File: src/rtl/payload_pkg.sv
// Shared types and helpers for the payload streamer.
//
// Contents:
//   state_e     - controller state: FILL (host loading) / STREAM (replaying)
//   beat_width  - bits per beat, CHANNELS * ITEM_WIDTH
//   CSUM_W      - width of the optional streamed-data checksum
package payload_pkg;

   typedef enum logic {
      FILL   = 1'b0,
      STREAM = 1'b1
   } state_e;

   localparam int CSUM_W = 16;

   function automatic int beat_width(input int channels, input int item_width);
      return channels * item_width;
   endfunction

endpackage

File: src/rtl/payload_buf.sv
// Beat storage for the payload streamer: simple dual-port memory of
// DEPTH x WIDTH with one synchronous write port and one registered read
// port (data appears one cycle after the address is presented).
//
// Ports:
//   clk_i      - clock
//   reset_i    - asynchronous active-high reset (clears the read register)
//   wr_en_i    - write enable
//   wr_addr_i  - write address
//   wr_data_i  - write data
//   rd_addr_i  - read address, sampled every cycle
//   rd_data_o  - registered read data
module payload_buf #(
   parameter int DEPTH  = 100,
   parameter int WIDTH  = 16,
   parameter int ADDR_W = 7
) (
   input  logic              clk_i,
   input  logic              reset_i,
   input  logic              wr_en_i,
   input  logic [ADDR_W-1:0] wr_addr_i,
   input  logic [WIDTH-1:0]  wr_data_i,
   input  logic [ADDR_W-1:0] rd_addr_i,
   output logic [WIDTH-1:0]  rd_data_o
);

   logic [WIDTH-1:0] mem_q [DEPTH];
   logic [WIDTH-1:0] rd_data_q;

   always_ff @(posedge clk_i) begin
      if (wr_en_i) begin
         mem_q[wr_addr_i] <= wr_data_i;
      end
   end

   always_ff @(posedge clk_i or posedge reset_i) begin
      if (reset_i) begin
         rd_data_q <= '0;
      end else begin
         rd_data_q <= mem_q[rd_addr_i];
      end
   end

   assign rd_data_o = rd_data_q;

endmodule

File: src/rtl/payload_streamer.sv
// Stimulus buffer: collects a batch of up to NUM beats from the host, then
// replays it on a valid/ready stream at one beat per cycle.
//
// Handshake rule (both sides): a beat transfers on a rising edge where
// valid && ready; once out_valid_o is high, out_data_o and out_last_o hold
// until that transfer.
//
// Ports:
//   clk_i, reset_i           - clock, asynchronous active-high reset
//   load_valid_i/ready_o     - host load handshake (ready only in FILL)
//   load_data_i, load_last_i - load beat and batch-close flag
//   out_valid_o/ready_i      - stream handshake towards the BFM
//   out_data_o, out_last_o   - stream beat and final-beat flag
//   xmit_en_o                - host may load (FILL state)
//   done_o                   - one-cycle pulse after the last stream beat
//   batch_len_o              - beats in the current/last batch
//   checksum_o               - only with PAYLOAD_STREAMER_CHECKSUM_EN defined:
//                              16-bit sum of all streamed items
module payload_streamer
   import payload_pkg::*;
#(
   parameter int NUM        = 100,
   parameter int CHANNELS   = 2,
   parameter int ITEM_WIDTH = 8
) (
   input  logic                           clk_i,
   input  logic                           reset_i,
   input  logic                           load_valid_i,
   output logic                           load_ready_o,
   input  logic [CHANNELS*ITEM_WIDTH-1:0] load_data_i,
   input  logic                           load_last_i,
   output logic                           out_valid_o,
   input  logic                           out_ready_i,
   output logic [CHANNELS*ITEM_WIDTH-1:0] out_data_o,
   output logic                           out_last_o,
   output logic                           xmit_en_o,
   output logic                           done_o,
   output logic [$clog2(NUM+1)-1:0]       batch_len_o
`ifdef PAYLOAD_STREAMER_CHECKSUM_EN
   ,
   output logic [CSUM_W-1:0]              checksum_o
`endif
);

   localparam int BW    = beat_width(CHANNELS, ITEM_WIDTH);
   localparam int LEN_W = $clog2(NUM + 1);
   localparam int AW    = $clog2(NUM);

   state_e           state_q, state_d;
   logic [LEN_W-1:0] wr_ptr_q, wr_ptr_d;
   // Index of the beat currently presented on the output.
   logic [LEN_W-1:0] rd_ptr_q, rd_ptr_d;
   logic [LEN_W-1:0] len_q, len_d;
   logic             out_valid_q, out_valid_d;
   logic             done_q, done_d;

   logic             wr_en;
   logic [AW-1:0]    rd_addr;
   logic [BW-1:0]    rd_data;
   logic [LEN_W-1:0] rd_next;
   logic             load_fire;
   logic             out_fire;
   logic             is_last;

   assign load_fire = (state_q == FILL) && load_valid_i;
   assign out_fire  = out_valid_q && out_ready_i;
   assign is_last   = (rd_ptr_q == (len_q - LEN_W'(1)));
   assign rd_next   = rd_ptr_q + LEN_W'(1);

   payload_buf #(
      .DEPTH  (NUM),
      .WIDTH  (BW),
      .ADDR_W (AW)
   ) u_buf (
      .clk_i     (clk_i),
      .reset_i   (reset_i),
      .wr_en_i   (wr_en),
      .wr_addr_i (wr_ptr_q[AW-1:0]),
      .wr_data_i (load_data_i),
      .rd_addr_i (rd_addr),
      .rd_data_o (rd_data)
   );

   always_ff @(posedge clk_i or posedge reset_i) begin
      if (reset_i) begin
         state_q     <= FILL;
         wr_ptr_q    <= '0;
         rd_ptr_q    <= '0;
         len_q       <= '0;
         out_valid_q <= 1'b0;
         done_q      <= 1'b0;
      end else begin
         state_q     <= state_d;
         wr_ptr_q    <= wr_ptr_d;
         rd_ptr_q    <= rd_ptr_d;
         len_q       <= len_d;
         out_valid_q <= out_valid_d;
         done_q      <= done_d;
      end
   end

   // The memory read register doubles as the output data register: the
   // read address is steered to the beat that must be visible next cycle
   // (same beat while stalled, next beat on a handshake), which hides the
   // read latency without bubbles and keeps data stable under backpressure.
   always_comb begin
      state_d     = state_q;
      wr_ptr_d    = wr_ptr_q;
      rd_ptr_d    = rd_ptr_q;
      len_d       = len_q;
      out_valid_d = out_valid_q;
      done_d      = 1'b0;
      wr_en       = 1'b0;
      rd_addr     = rd_ptr_q[AW-1:0];

      case (state_q)
         FILL: begin
            if (load_fire) begin
               wr_en    = 1'b1;
               wr_ptr_d = rd_next_fill(wr_ptr_q);
               // wr_ptr_q is zero on the first beat of a batch, so the
               // length restarts at 1 without a separate flag.
               len_d    = rd_next_fill(wr_ptr_q);
               if (load_last_i || (wr_ptr_q == LEN_W'(NUM - 1))) begin
                  state_d = STREAM;
               end
            end
         end
         STREAM: begin
            if (!out_valid_q) begin
               // First STREAM cycle: fetch beat 0.
               out_valid_d = 1'b1;
            end else if (out_fire) begin
               if (is_last) begin
                  out_valid_d = 1'b0;
                  state_d     = FILL;
                  wr_ptr_d    = '0;
                  rd_ptr_d    = '0;
                  done_d      = 1'b1;
               end else begin
                  rd_ptr_d = rd_next;
                  rd_addr  = rd_next[AW-1:0];
               end
            end
         end
         default: begin
            state_d = FILL;
         end
      endcase
   end

   function automatic logic [LEN_W-1:0] rd_next_fill(input logic [LEN_W-1:0] p);
      return p + LEN_W'(1);
   endfunction

   assign load_ready_o = (state_q == FILL);
   assign xmit_en_o    = (state_q == FILL);
   assign out_valid_o  = out_valid_q;
   assign out_data_o   = out_valid_q ? rd_data : '0;
   assign out_last_o   = out_valid_q && is_last;
   assign done_o       = done_q;
   assign batch_len_o  = len_q;

`ifdef PAYLOAD_STREAMER_CHECKSUM_EN
   logic [CSUM_W-1:0] csum_q, csum_d;
   logic [CSUM_W-1:0] beat_sum;

   always_comb begin
      beat_sum = '0;
      for (int k = 0; k < CHANNELS; k++) begin
         beat_sum = beat_sum + CSUM_W'(rd_data[k*ITEM_WIDTH +: ITEM_WIDTH]);
      end
   end

   always_comb begin
      csum_d = csum_q;
      if (load_fire && (wr_ptr_q == '0)) begin
         csum_d = '0;
      end else if (out_fire) begin
         csum_d = csum_q + beat_sum;
      end
   end

   always_ff @(posedge clk_i or posedge reset_i) begin
      if (reset_i) begin
         csum_q <= '0;
      end else begin
         csum_q <= csum_d;
      end
   end

   assign checksum_o = csum_q;
`endif

endmodule

File: config.mk
export PLATFORM = sky130hd
export DESIGN_NAME = payload_streamer
export DESIGN_NICKNAME = d
export VERILOG_FILES = /design/src/rtl/payload_pkg.sv /design/src/rtl/payload_buf.sv /design/src/rtl/payload_streamer.sv
export SDC_FILE = /design/constraint.sdc
export NUM_CORES = 2
export LEC_CHECK = 0
export ABC_AREA = 1
export ABC_CLOCK_PERIOD_IN_PS = 3000
export CAP_MARGIN = 30
export CORE_UTILIZATION = 40
export CTS_BUF_LIST = sky130_fd_sc_hd__clkbuf_16
export CTS_CLUSTER_DIAMETER = 50
export DETAILED_ROUTE_END_ITERATION = 6
export PLACE_DENSITY_LB_ADDON = 0.08
export SLEW_MARGIN = 10
export SYNTH_ARGS = -nofsm -noshare
export SYNTH_HDL_FRONTEND = slang
export SYNTH_SLANG_ARGS = --single-unit
File: constraint.sdc
create_clock -name clk_i -period 3 [get_ports clk_i]
set_input_delay 0.6 -clock clk_i [delete_from_list [all_inputs] [get_ports clk_i]]
set_output_delay 0.6 -clock clk_i [all_outputs]
set_load 0.01 [all_outputs]
==> impl_metrics.env <==
export IMPL_hold_class="input pin to asynchronous set/reset pin"
export IMPL_track_usage=0.267
export IMPL_layout_drive_gt1_share=0.207
export IMPL_synth_seq_cells=1640
export IMPL_yosysSeqAreaShare=0.713
export IMPL_dieArea_um2=174000
export IMPL_synth_edff_count=1600
export IMPL_skew_ns=0.0246
export IMPL_grt_pass1_wl_um=336000
export IMPL_cts_made_buffers=191
export IMPL_num_io_pins=49
export IMPL_async_reset_ff_frac=0.0244
export IMPL_hold_ws_ns=0.141
export IMPL_final_area_um2=87400
export IMPL_fmax_mhz=282
export IMPL_netlist_instances=5989
export IMPL_first_global_vias=46800
export IMPL_syn_num_nets=6014
export IMPL_overflow=0
export IMPL_via_count=48500
export IMPL_crit_path_start_kind="register"
export IMPL_crit_type="register to register"
export IMPL_tightest_slew_ns=0.808
export IMPL_ant_nets=0
export IMPL_layout_common_cells="nand2_1, edfxtp_1, nand3_1, buf_4, inv_1"
export IMPL_fp_dieW_um=417
export IMPL_die_h_um=417
export IMPL_r2r_cells=26
export IMPL_peakVddDrop_mv=0.731
export IMPL_synthMuxAreaShare=0.0127
export IMPL_antenna_found_initial=11
export IMPL_ys_warn_count=0
export IMPL_layout_commonest_cell="nand2_1"
export IMPL_critPathArrivalTime_ns=4.26
export IMPL_path_clk_slew_ns=0.06
export IMPL_required_ns=3.71
export IMPL_drc_errors=0
export IMPL_synth_compound_area_frac=0.00811
export IMPL_io_buffers=48
export IMPL_setup_viol=17
export IMPL_synth_area_um2=68800
export IMPL_crit_path_end_kind="register"
export IMPL_htree_levels=4
export IMPL_clkLatencyLatePin_ns=0.82
export IMPL_gp_congestion=0.853
export IMPL_slew_violations=0
export IMPL_coreArea_um2=170000
export IMPL_num_rows=151
export IMPL_final_core_util=0.514
export IMPL_synthSimpleGateAreaFrac=0.226
export IMPL_nets=6630
export IMPL_detail_route_wl_per_cell_um=26.0
export IMPL_drt_pass1_iterations=5
export IMPL_floorplan_initialDensity=0.405
export IMPL_cts_tree="built"
export IMPL_p_leak_nw=33.7
export IMPL_rsz0062_at_grt="yes"
export IMPL_first_iter_violations=5055
export IMPL_crit_fanout=19
export IMPL_cts_sinks=1640
export IMPL_viasPerCell=5.40
export IMPL_dpl_cell_area_um2=77200
export IMPL_status="complete, but fails checks"
export IMPL_slew_headroom=0.461
export IMPL_failed_checks="setup timing"
export IMPL_wl_um=234000
export IMPL_area_delta_synth_final_pct=27.0
export IMPL_synthAdderAreaFrac=0.000728
export IMPL_fin_ws_ns=-0.544
export IMPL_dpl_worst_slack_ns=-0.990
export IMPL_p_per_area_nw_per_um2=1150
export IMPL_yosysUniqueCellTypes=36
export IMPL_synthXorXnorAreaFrac=0.000764
export IMPL_ys_flop_type="edfxtp_1"
export IMPL_maxCapViolCount=0
export IMPL_post_route_min_period_ns=3.54
export IMPL_synth_top_family_by_area="simple AND/OR/NAND/NOR gates"
export IMPL_grt_max_degree=93
export IMPL_hpwl_um=144000
export IMPL_clock_root_buffer="clkbuf_16"
export IMPL_clockBufferDepth=3
export IMPL_fin_crit_sh=1.18
export IMPL_hold_viol_final=0
export IMPL_syn_area_per_cell_um2=11.5
per-layer routing:
layer,vias to the layer above,share of wire,GRT usage
li1,22200,-,-
met1,24200,0.45,0.386
met2,1760,0.45,0.411
met4,0,0.034,0.0866
met5,-,0,0
met3,378,0.071,0.0445
report_power, final:
part | switching, W | internal, W | leakage, nW
combinational | 0.0317 | 0.0201 | 15.7
sequential | 0.000242 | 0.0255 | 14.9
clock | 0.00958 | 0.0133 | 3.15
total | 0.0415 | 0.0589 | 33.7
cell type report:
cell class / instances / area, µm²
tap: 2218 / 2780
multi-input combinational: 3736 / 19200
timing repair buffer: 807 / 9260
clock buffer: 193 / 4830
antenna: 5 / 12.5
clock inverter: 157 / 1340
fill: 15000 / 82700
inverter: 229 / 880
sequential: 1640 / 49000
critical path: stages, from the launching register on:
cell and delay, ns:
dfrtp_1 0.38, inv_2 0.08, ha_4 0.20, inv_2 0.04, nand2_1 0.04, nand2_1 0.05, nand2_1 0.05, nor2_2 0.10
nand2_1 0.07, nor2_2 0.16, nand2_4 0.08, ha_4 0.20, or2_4 0.25, nand2_8 0.13, inv_16 0.08, buf_12 0.17
buf_12 0.17, buf_4 0.15, nand2_1 0.06, nand2_1 0.07, nand3b_1 0.18, nand3_1 0.12, nand3_2 0.11, nand3_4 0.15
nand3_4 0.11, nand3_4 0.12, nand2_1 0.07
state kept, by name, indices dropped and copies added (netlist names):
name,cells
done_o,1
rd_ptr_q,7
u_buf.mem_q,1600
state_q,1
wr_ptr_q,7
batch_len_o,7
out_valid_o,1
u_buf.rd_data_o,16
Yosys cell counts (2+ instances only):
master / instances / area, µm²
mux2i_1: 87 / 871
nand3_2: 2 / 20.0
buf_4: 12 / 90.1
nand2_1: 2013 / 7560
nor2_2: 4 / 25.0
nand3_1: 1060 / 5310
nand2_2: 3 / 18.8
edfxtp_1: 1600 / 48000
nor2_1: 186 / 698
inv_2: 6 / 22.5
xnor2_1: 2 / 17.5
o21ai_1: 21 / 105
nand3b_1: 198 / 1490
dfrtp_1: 40 / 1000
xor2_1: 4 / 35.0
ha_1: 4 / 50.1
buf_2: 138 / 691
nand4_1: 67 / 419
buf_6: 15 / 169
a21oi_1: 14 / 70.1
clkinv_1: 15 / 56.3
o21ai_0: 46 / 230
inv_1: 208 / 781
buf_1: 22 / 82.6
o211ai_1: 15 / 113
clkbuf_1: 197 / 739
final timing paths:
kind,endpoint,start,slack (ns)
worst min-delay path,rd_ptr_q[5],reset_i,0.14
max in group asynchronous,u_buf.rd_data_o[15],reset_i,2.55
min in group clk_i,u_buf.mem_q[35][11],load_data_i[11],0.19
worst max register to register,u_buf.rd_data_o[10],batch_len_o[0],-0.54
worst min register to register,state_q,state_q,0.55
worst max-delay path,u_buf.rd_data_o[10],batch_len_o[0],-0.54
what timing repair did:
item | 4_1_cts | 5_1_grt
pin swaps | 81 | 28
hold buffers | 2 | 0
resized for setup | 402 | 116
gates cloned | 24 | 7
setup buffers | 52 | 18
hold endpoints to repair | 4 | 0
setup endpoints to repair | 26 | 17
metrics by stage:
step | std cells | TNS (ns) | total power [W]
after floorplan | 5989 | 0 | 0.0485
after global placement | 8530 | -14.83 | 0.0691
after detailed placement | 8530 | -13.70 | 0.0690
after CTS | 8957 | -8.31 | 0.0990
after global routing | 8980 | -11.30 | 0.105
final | 8985 | -7.99 | 0.100
logic make-up (layout without fill, tap and decap cells):
logic type,count (synthesis),in the layout
xor+xnor,6,6
simple gates,3538,3538
flops,1640,1640
other cells,0,5
fa+ha+maj,4,4
mux,87,87
buf+inv,613,1386
compound gates,101,101
Note: power is estimated with default switching activity, not from simulation.
